$ cat config.mk
export PLATFORM = sky130hd
export DESIGN_NAME = pll_scan_loader
export DESIGN_NICKNAME = d
export VERILOG_FILES = /design/src/rtl/pll_scan_pkg.sv /design/src/rtl/pll_scan_shifter.sv /design/src/rtl/pll_scan_loader.sv
export SDC_FILE = /design/constraint.sdc
export NUM_CORES = 1
export LEC_CHECK = 0
export CAP_MARGIN = 5
export CORE_ASPECT_RATIO = 2
export CORE_MARGIN = 2
export CORE_UTILIZATION = 55
export DETAILED_ROUTE_END_ITERATION = 6
export MAX_ROUTING_LAYER = met4
export PLACE_DENSITY = 0.72
export SYNTH_ARGS = -nofsm -noshare
export SYNTH_HDL_FRONTEND = slang
export SYNTH_SLANG_ARGS = --single-unit
$ cat constraint.sdc
create_clock -name clock -period 4.7 [get_ports clock]
set_input_delay 0.705 -clock clock [delete_from_list [all_inputs] [get_ports clock]]
set_output_delay 0.705 -clock clock [all_outputs]
set_load 0.01 [all_outputs]
$ cat src/rtl/pll_scan_pkg.sv
`timescale 1ns/1ps
`default_nettype none
// ============================================================================
//  Module      : pll_scan_pkg
//  Description : Shared definitions for the PLL scan-chain loader: loader
//                state encoding and default sizing constants.
//  Revision    : 1.0 - initial release
// ============================================================================
package pll_scan_pkg;

    // Default sizing of the scan chain and its surrounding handshakes.
    localparam int c_default_scan_len     = 144;   // bits in the PLL scan chain
    localparam int c_default_rom_latency  = 2;     // address -> rom_q cycles
    localparam int c_default_done_timeout = 1023;  // max cycles waiting for scandone

    // Loader state encoding (explicit 3-bit width).
    typedef enum logic [2:0] {
        ST_IDLE        = 3'd0,
        ST_READ        = 3'd1,
        ST_DRAIN       = 3'd2,
        ST_WAIT_RECONF = 3'd3,
        ST_SHIFT       = 3'd4,
        ST_UPDATE      = 3'd5,
        ST_WAIT_DONE   = 3'd6
    } state_t;

endpackage : pll_scan_pkg
`default_nettype wire

$ cat src/rtl/pll_scan_shifter.sv
`timescale 1ns/1ps
`default_nettype none
// ============================================================================
//  Module      : pll_scan_shifter
//  Description : Capture buffer and two-phase serializer for the PLL scan
//                chain. ROM read requests are delayed by ROM_LATENCY cycles so
//                each returning rom_q bit lands at the index it was read from.
//                On i_shift_start the buffer is shifted out bit 0 first, each
//                bit taking a low-clock phase followed by a high-clock phase.
//  Ports       : clock, reset        - clock, async active-high reset
//                i_cap_ena/i_cap_addr - ROM read strobe/address as issued
//                i_rom_q             - serial ROM data
//                i_shift_start       - begin shifting on the next cycle
//                o_shift_last        - current cycle is the final high phase
//                o_scanclk/o_scanclkena/o_scandata - registered PLL scan pins
//  Revision    : 1.0 - initial release
// ============================================================================
module pll_scan_shifter
    import pll_scan_pkg::*;
#(
    parameter int SCAN_LEN    = c_default_scan_len,
    parameter int ROM_LATENCY = c_default_rom_latency
) (
    input  logic       clock,
    input  logic       reset,
    input  logic       i_cap_ena,
    input  logic [7:0] i_cap_addr,
    input  logic       i_rom_q,
    input  logic       i_shift_start,
    output logic       o_shift_last,
    output logic       o_scanclk,
    output logic       o_scanclkena,
    output logic       o_scandata
);

    localparam int                c_idx_w    = (SCAN_LEN > 1) ? $clog2(SCAN_LEN) : 1;
    localparam logic [c_idx_w-1:0] c_idx_last = c_idx_w'(SCAN_LEN - 1);

    logic [SCAN_LEN-1:0]    r_buf;
    logic [ROM_LATENCY-1:0] r_cap_vld;
    logic [7:0]             r_cap_addr [ROM_LATENCY];

    logic                   r_phase;
    logic [c_idx_w-1:0]     r_idx;
    logic                   r_sclk;
    logic                   r_sena;
    logic                   r_sdata;
    logic [c_idx_w-1:0]     w_idx_next;

    // Request delay line: the last stage lines up with the cycle in which the
    // ROM presents the data for that address.
    always_ff @(posedge clock or posedge reset) begin
        if (reset) begin
            r_cap_vld <= '0;
            for (int k = 0; k < ROM_LATENCY; k++) begin
                r_cap_addr[k] <= 8'd0;
            end
        end else begin
            r_cap_vld[0]  <= i_cap_ena;
            r_cap_addr[0] <= i_cap_addr;
            for (int k = 1; k < ROM_LATENCY; k++) begin
                r_cap_vld[k]  <= r_cap_vld[k-1];
                r_cap_addr[k] <= r_cap_addr[k-1];
            end
        end
    end

    // Capture buffer carries no reset: its contents are always rewritten
    // by a full READ pass before they are shifted out.
    always_ff @(posedge clock) begin
        if (r_cap_vld[ROM_LATENCY-1]) begin
            r_buf[r_cap_addr[ROM_LATENCY-1]] <= i_rom_q;
        end
    end

    assign w_idx_next = r_idx + 1'b1;

    // Two-phase serializer; r_sena doubles as the "shifting" flag.
    always_ff @(posedge clock or posedge reset) begin
        if (reset) begin
            r_phase <= 1'b0;
            r_idx   <= '0;
            r_sclk  <= 1'b0;
            r_sena  <= 1'b0;
            r_sdata <= 1'b0;
        end else if (i_shift_start) begin
            r_phase <= 1'b0;
            r_idx   <= '0;
            r_sclk  <= 1'b0;
            r_sena  <= 1'b1;
            r_sdata <= r_buf[0];
        end else if (r_sena) begin
            if (!r_phase) begin
                r_phase <= 1'b1;
                r_sclk  <= 1'b1;
            end else if (r_idx == c_idx_last) begin
                r_phase <= 1'b0;
                r_sclk  <= 1'b0;
                r_sena  <= 1'b0;
                r_sdata <= 1'b0;
            end else begin
                r_phase <= 1'b0;
                r_sclk  <= 1'b0;
                r_idx   <= w_idx_next;
                r_sdata <= r_buf[w_idx_next];
            end
        end
    end

    assign o_shift_last = r_sena & r_phase & (r_idx == c_idx_last);
    assign o_scanclk    = r_sclk;
    assign o_scanclkena = r_sena;
    assign o_scandata   = r_sdata;

endmodule : pll_scan_shifter
`default_nettype wire

$ cat src/rtl/pll_scan_loader.sv
`timescale 1ns/1ps
`default_nettype none
// ============================================================================
//  Module      : pll_scan_loader
//  Description : Fetches a PLL configuration serially from a bit-wide ROM,
//                waits for the ROM's reconfig permission, shifts the bits into
//                the PLL scan chain, pulses configupdate and waits (bounded)
//                for scandone. SCAN_LEN must not exceed 256 and ROM_LATENCY
//                must be at least 1.
//  Ports       : clock, reset         - clock, async active-high reset
//                trigger_read         - start a fetch/load (IDLE only)
//                rom_address/rom_read_ena/rom_q - ROM read interface
//                reconfig             - ROM permission to start scan-out
//                scanclk/scanclkena/scandata/configupdate - PLL scan pins
//                scandone             - PLL scan-complete
//                busy/done/error      - status (error sticky until next load)
//  Revision    : 1.0 - initial release
// ============================================================================
module pll_scan_loader
    import pll_scan_pkg::*;
#(
    parameter int SCAN_LEN     = c_default_scan_len,
    parameter int ROM_LATENCY  = c_default_rom_latency,
    parameter int DONE_TIMEOUT = c_default_done_timeout
) (
    input  logic       clock,
    input  logic       reset,
    input  logic       trigger_read,
    output logic [7:0] rom_address,
    output logic       rom_read_ena,
    input  logic       rom_q,
    input  logic       reconfig,
    output logic       scanclk,
    output logic       scanclkena,
    output logic       scandata,
    output logic       configupdate,
    input  logic       scandone,
    output logic       busy,
    output logic       done,
    output logic       error
);

    localparam int                   c_drain_w    = (ROM_LATENCY > 1) ? $clog2(ROM_LATENCY) : 1;
    localparam int                   c_wait_w     = (DONE_TIMEOUT > 1) ? $clog2(DONE_TIMEOUT) : 1;
    localparam logic [7:0]           c_addr_last  = 8'(SCAN_LEN - 1);
    localparam logic [c_drain_w-1:0] c_drain_last = c_drain_w'(ROM_LATENCY - 1);
    localparam logic [c_wait_w-1:0]  c_wait_last  = c_wait_w'(DONE_TIMEOUT - 1);

    state_t               r_state;
    logic [7:0]           r_addr;
    logic                 r_rd_ena;
    logic                 r_cfg_upd;
    logic                 r_busy;
    logic                 r_done;
    logic                 r_error;
    logic                 r_reconf_latched;
    logic [c_drain_w-1:0] r_drain_cnt;
    logic [c_wait_w-1:0]  r_wait_cnt;

    logic                 w_drain_last;
    logic                 w_shift_start;
    logic                 w_shift_last;

    assign w_drain_last = (r_state == ST_DRAIN) && (r_drain_cnt == c_drain_last);

    // Scan-out begins either straight out of DRAIN (permission already seen
    // or arriving in its last cycle) or on a reconfig pulse in WAIT_RECONF.
    assign w_shift_start = (w_drain_last && (r_reconf_latched || reconfig)) ||
                           ((r_state == ST_WAIT_RECONF) && reconfig);

    always_ff @(posedge clock or posedge reset) begin
        if (reset) begin
            r_state          <= ST_IDLE;
            r_addr           <= 8'd0;
            r_rd_ena         <= 1'b0;
            r_cfg_upd        <= 1'b0;
            r_busy           <= 1'b0;
            r_done           <= 1'b0;
            r_error          <= 1'b0;
            r_reconf_latched <= 1'b0;
            r_drain_cnt      <= '0;
            r_wait_cnt       <= '0;
        end else begin
            r_done    <= 1'b0;
            r_cfg_upd <= 1'b0;
            case (r_state)
                ST_IDLE: begin
                    if (trigger_read) begin
                        r_state          <= ST_READ;
                        r_error          <= 1'b0;
                        r_busy           <= 1'b1;
                        r_addr           <= 8'd0;
                        r_rd_ena         <= 1'b1;
                        r_reconf_latched <= 1'b0;
                    end
                end
                ST_READ: begin
                    if (r_addr == c_addr_last) begin
                        r_state     <= ST_DRAIN;
                        r_rd_ena    <= 1'b0;
                        r_drain_cnt <= '0;
                    end else begin
                        r_addr <= r_addr + 8'd1;
                    end
                end
                ST_DRAIN: begin
                    // The last requested bit is captured on the edge that
                    // leaves DRAIN, so the buffer is complete before shifting.
                    if (w_drain_last) begin
                        r_state          <= w_shift_start ? ST_SHIFT : ST_WAIT_RECONF;
                        r_reconf_latched <= 1'b0;
                    end else begin
                        r_drain_cnt <= r_drain_cnt + 1'b1;
                        if (reconfig) begin
                            r_reconf_latched <= 1'b1;
                        end
                    end
                end
                ST_WAIT_RECONF: begin
                    if (w_shift_start) begin
                        r_state <= ST_SHIFT;
                    end
                end
                ST_SHIFT: begin
                    if (w_shift_last) begin
                        r_state   <= ST_UPDATE;
                        r_cfg_upd <= 1'b1;
                    end
                end
                ST_UPDATE: begin
                    r_state    <= ST_WAIT_DONE;
                    r_wait_cnt <= '0;
                end
                ST_WAIT_DONE: begin
                    if (scandone || (r_wait_cnt == c_wait_last)) begin
                        r_state <= ST_IDLE;
                        r_done  <= 1'b1;
                        r_busy  <= 1'b0;
                        if (!scandone) begin
                            r_error <= 1'b1;
                        end
                    end else begin
                        r_wait_cnt <= r_wait_cnt + 1'b1;
                    end
                end
                default: begin
                    r_state  <= ST_IDLE;
                    r_busy   <= 1'b0;
                    r_rd_ena <= 1'b0;
                end
            endcase
        end
    end

    pll_scan_shifter #(
        .SCAN_LEN    (SCAN_LEN),
        .ROM_LATENCY (ROM_LATENCY)
    ) u_shifter (
        .clock         (clock),
        .reset         (reset),
        .i_cap_ena     (r_rd_ena),
        .i_cap_addr    (r_addr),
        .i_rom_q       (rom_q),
        .i_shift_start (w_shift_start),
        .o_shift_last  (w_shift_last),
        .o_scanclk     (scanclk),
        .o_scanclkena  (scanclkena),
        .o_scandata    (scandata)
    );

    assign rom_address  = r_addr;
    assign rom_read_ena = r_rd_ena;
    assign configupdate = r_cfg_upd;
    assign busy         = r_busy;
    assign done         = r_done;
    assign error        = r_error;

endmodule : pll_scan_loader
`default_nettype wire

==> metrics <==
H-tree depth 1; Num CTS Buffers 18; Chip Height 183 um; CP arrival 3.62 ns; first-pass GRT wire length 30600 um; Core Region 15800 sq um; max_slew headroom 18.2%; Clk Latency, worst-skew pair 0.49 ns; grt ovf 0; DIE AREA 17200 sq um; Iteration-0 DRC Markers 454; R2R depth 7; post-route ant nets 0; FF-to-FF End u_shifter.o_scandata$_DFFE_PP0P_; Hold Crit Start u_shifter.r_cap_addr[13]$_DFF_PP0_; # Post-CTS Setup Buffers 0; Critical Path RT 5.08 ns; synth top area cells edfxtp_1, dfrtp_1, mux4_2, nor2_1, nand2_1; IO Pins 22; Antenna Cells 0; slowest cell on the critical path ha_1; RSZ-0062 raised after global routing no; Synth Register Bits 201; DP HPWL 13000 um; Clock transition at path regs 0.07 ns; Tot Pwr 5.46 mW; initial antenna violation count 0; critical path peak fanout 19; # setup viols final 0; Seq/Total Area, Yosys 64.9%; fmax 0.308 GHz; max cap viols 0; nature of the critical path startpoint register; Synth Cell Area 8860 sq um; Top FF cell, synth edfxtp_1; Worst setup EP type register; Hold-fix buffers, CTS 0; Period minus WS final 3.24 ns; worst path bufs/invs 1; Yosys cell types 45; Ys Warns 0; NumNets Final 702; Synth area leader edfxtp_1; CTS Buffer Depth 3; largest net degree at the start of global routing 145; period utilization 69.0%; slowest stage delay, CP 0.92 ns; Setup Skew 0.00872 ns; placed instance area 9240 sq um; pwr/cell area 553 nW/um^2; P&R area growth vs syn 11.4%; cts repair resizes 0; synthesized area per cell 13.1 sq um; FP Rows 65; Syn Nets 684; final setup TNS 0 ns; asr flop ratio synth 28.4%; critical path cell sequence ha_1, buf_4, mux4_2, mux4_2, a211oi_1, a211oi_1, a21o_1; Synth top area share 48.8%; DRT Pass-1 Iters 5; routed length per placed instance 21.3 um; # DRC 0; cell count after synthesis 674; routability cong. 0.849; status complete, no violations; reg2reg start u_shifter.r_idx[0]$_DFFE_PP0P_; Initial Utilization 56.1%; WL final 19200 um; vias per inst 5.93; Hold Crit Class reg -> reg; layout cells sized above 1 12.2%; TritonCTS clock tree yes; leakage 3.45 nW; Setup Crit Path Kind reg -> reg; Port-buffer cells 21; EDFF count, synth 144; CTS sink cnt 201; vias in the first global route 5826; Final Hold Viols 0; Non-Filler Cell Area, Final 9870 sq um; hold-critical path depth 0; final core occ 62.6%; crit-path leading delay family adder cells; max-slew violation count 0; R2R Setup Slk 1.46 ns; Vias 5365; root buf cell clkbuf_16; die width 93.7 um; peak supply drop 457 uV; sink of the worst hold path u_shifter.r_cap_addr[5]$_DFF_PP0_; Total GRT Usage 24.1%; Tightest Pin Transition 1.23 ns
==> logic make-up (layout without fill, tap and decap cells) <==
kind of cell | after synthesis | count (layout) | share of synthesized area (%)
simple gates | 312 | 312 | 15.3
flops | 201 | 201 | 64.9
mux | 56 | 56 | 12.0
compound gates | 39 | 39 | 2.73
buf+inv | 35 | 65 | 1.72
xor+xnor | 27 | 27 | 2.75
fa+ha+maj | 4 | 4 | 0.565
==> cells in the final DEF, fill, tap and decap left out, drive strengths merged, types with 3 or more instances in the layout <==
master | Yosys | layout
a21o | 3 | 3
nand2b | 4 | 4
nor2b | 9 | 9
nor2 | 185 | 185
a211oi | 3 | 3
bufinv | 0 | 3
nor4 | 7 | 7
mux4 | 40 | 40
and3 | 5 | 5
xnor2 | 10 | 10
edfxtp | 144 | 144
buf | 9 | 9
clkbuf | 22 | 26
nor3 | 12 | 12
dfrtp | 57 | 57
nand2 | 46 | 46
nand3 | 19 | 19
a21oi | 14 | 14
xor2 | 17 | 17
and2 | 6 | 6
or3 | 4 | 4
ha | 4 | 4
inv | 4 | 4
clkdlybuf4s50 | 0 | 20
mux2i | 14 | 14
o21ai | 13 | 13
nand4 | 8 | 8
==> state kept, by name, summed over array words and instances (netlist names) <==
register and count:
u_shifter.r_buf 144, u_shifter.r_cap_addr 16, r_wait_cnt 10, rom_address 8
u_shifter.r_idx 8, r_state 3, u_shifter.r_cap_vld 2, busy 1
configupdate 1, done 1, error 1, r_drain_cnt 1
r_reconf_latched 1, rom_read_ena 1, u_shifter.o_scanclkena 1, u_shifter.o_scandata 1
u_shifter.r_phase 1
==> worst max path at each step <==
stage	startpoint	to	slack, ns	depth (start not counted)
finish	u_shifter.r_idx[0]$_DFFE_PP0P_	u_shifter.o_scandata$_DFFE_PP0P_	1.46	7
global route	u_shifter.r_idx[0]$_DFFE_PP0P_	u_shifter.o_scandata$_DFFE_PP0P_	1.27	7
CTS	u_shifter.r_idx[0]$_DFFE_PP0P_	u_shifter.o_scandata$_DFFE_PP0P_	1.41	7
detailed placement	u_shifter.r_idx[0]$_DFFE_PP0P_	u_shifter.o_scandata$_DFFE_PP0P_	1.45	7
global placement	u_shifter.r_idx[0]$_DFFE_PP0P_	u_shifter.o_scandata$_DFFE_PP0P_	1.44	7
floorplan	u_shifter.r_idx[0]$_DFFE_PP0P_	u_shifter.o_scandata$_DFFE_PP0P_	2.25	10
==> synthesized netlist by cell type, drive strengths merged (3+ instances only) <==
library cell	n
nor2	185
and2	6
nand2	46
nand3	19
nor2b	9
clkbuf	22
inv	4
a21oi	14
nor3	12
or3	4
nand2b	4
a21o	3
and3	5
ha	4
dfrtp	57
o21ai	13
mux2i	14
mux4	40
nand4	8
xnor2	10
edfxtp	144
nor4	7
buf	9
a211oi	3
xor2	17
==> layout make-up <==
type | instances | area [sq um]
Timing Repair Buffer | 29 | 268
Clock inverter | 6 | 108
Clock buffer | 26 | 522
Sequential cell | 201 | 5750
Multi-Input combinational cell | 438 | 2960
Tap cell | 201 | 251
Fill cell | 1220 | 5910
Inverter | 4 | 15.0
==> where the power goes <==
part	total, mW	internal (mW)	switching, mW
combinational	1.65	0.771	0.879
sequential	2.23	2.02	0.203
clock	1.58	0.940	0.640
total	5.46	3.73	1.72
==> metrics by stage <==
step,setup slack [ns],instances,hold slack [ns]
global route,1.27,905,0.352
floorplan,2.25,674,0.331
global placement,1.44,873,0.333
detailed placement,1.45,873,0.335
CTS,1.41,905,0.349
finish,1.46,905,0.349
==> layer usage <==
layer  wire (um)  vias up  track usage (%)
met1        6450     2720             24.6
met4         720        0             9.28
met5           0        -                -
met2       11400      134             46.1
met3         624       51             2.34
li1            -     2460                -
Note: power is estimated with default switching activity, not from simulation.
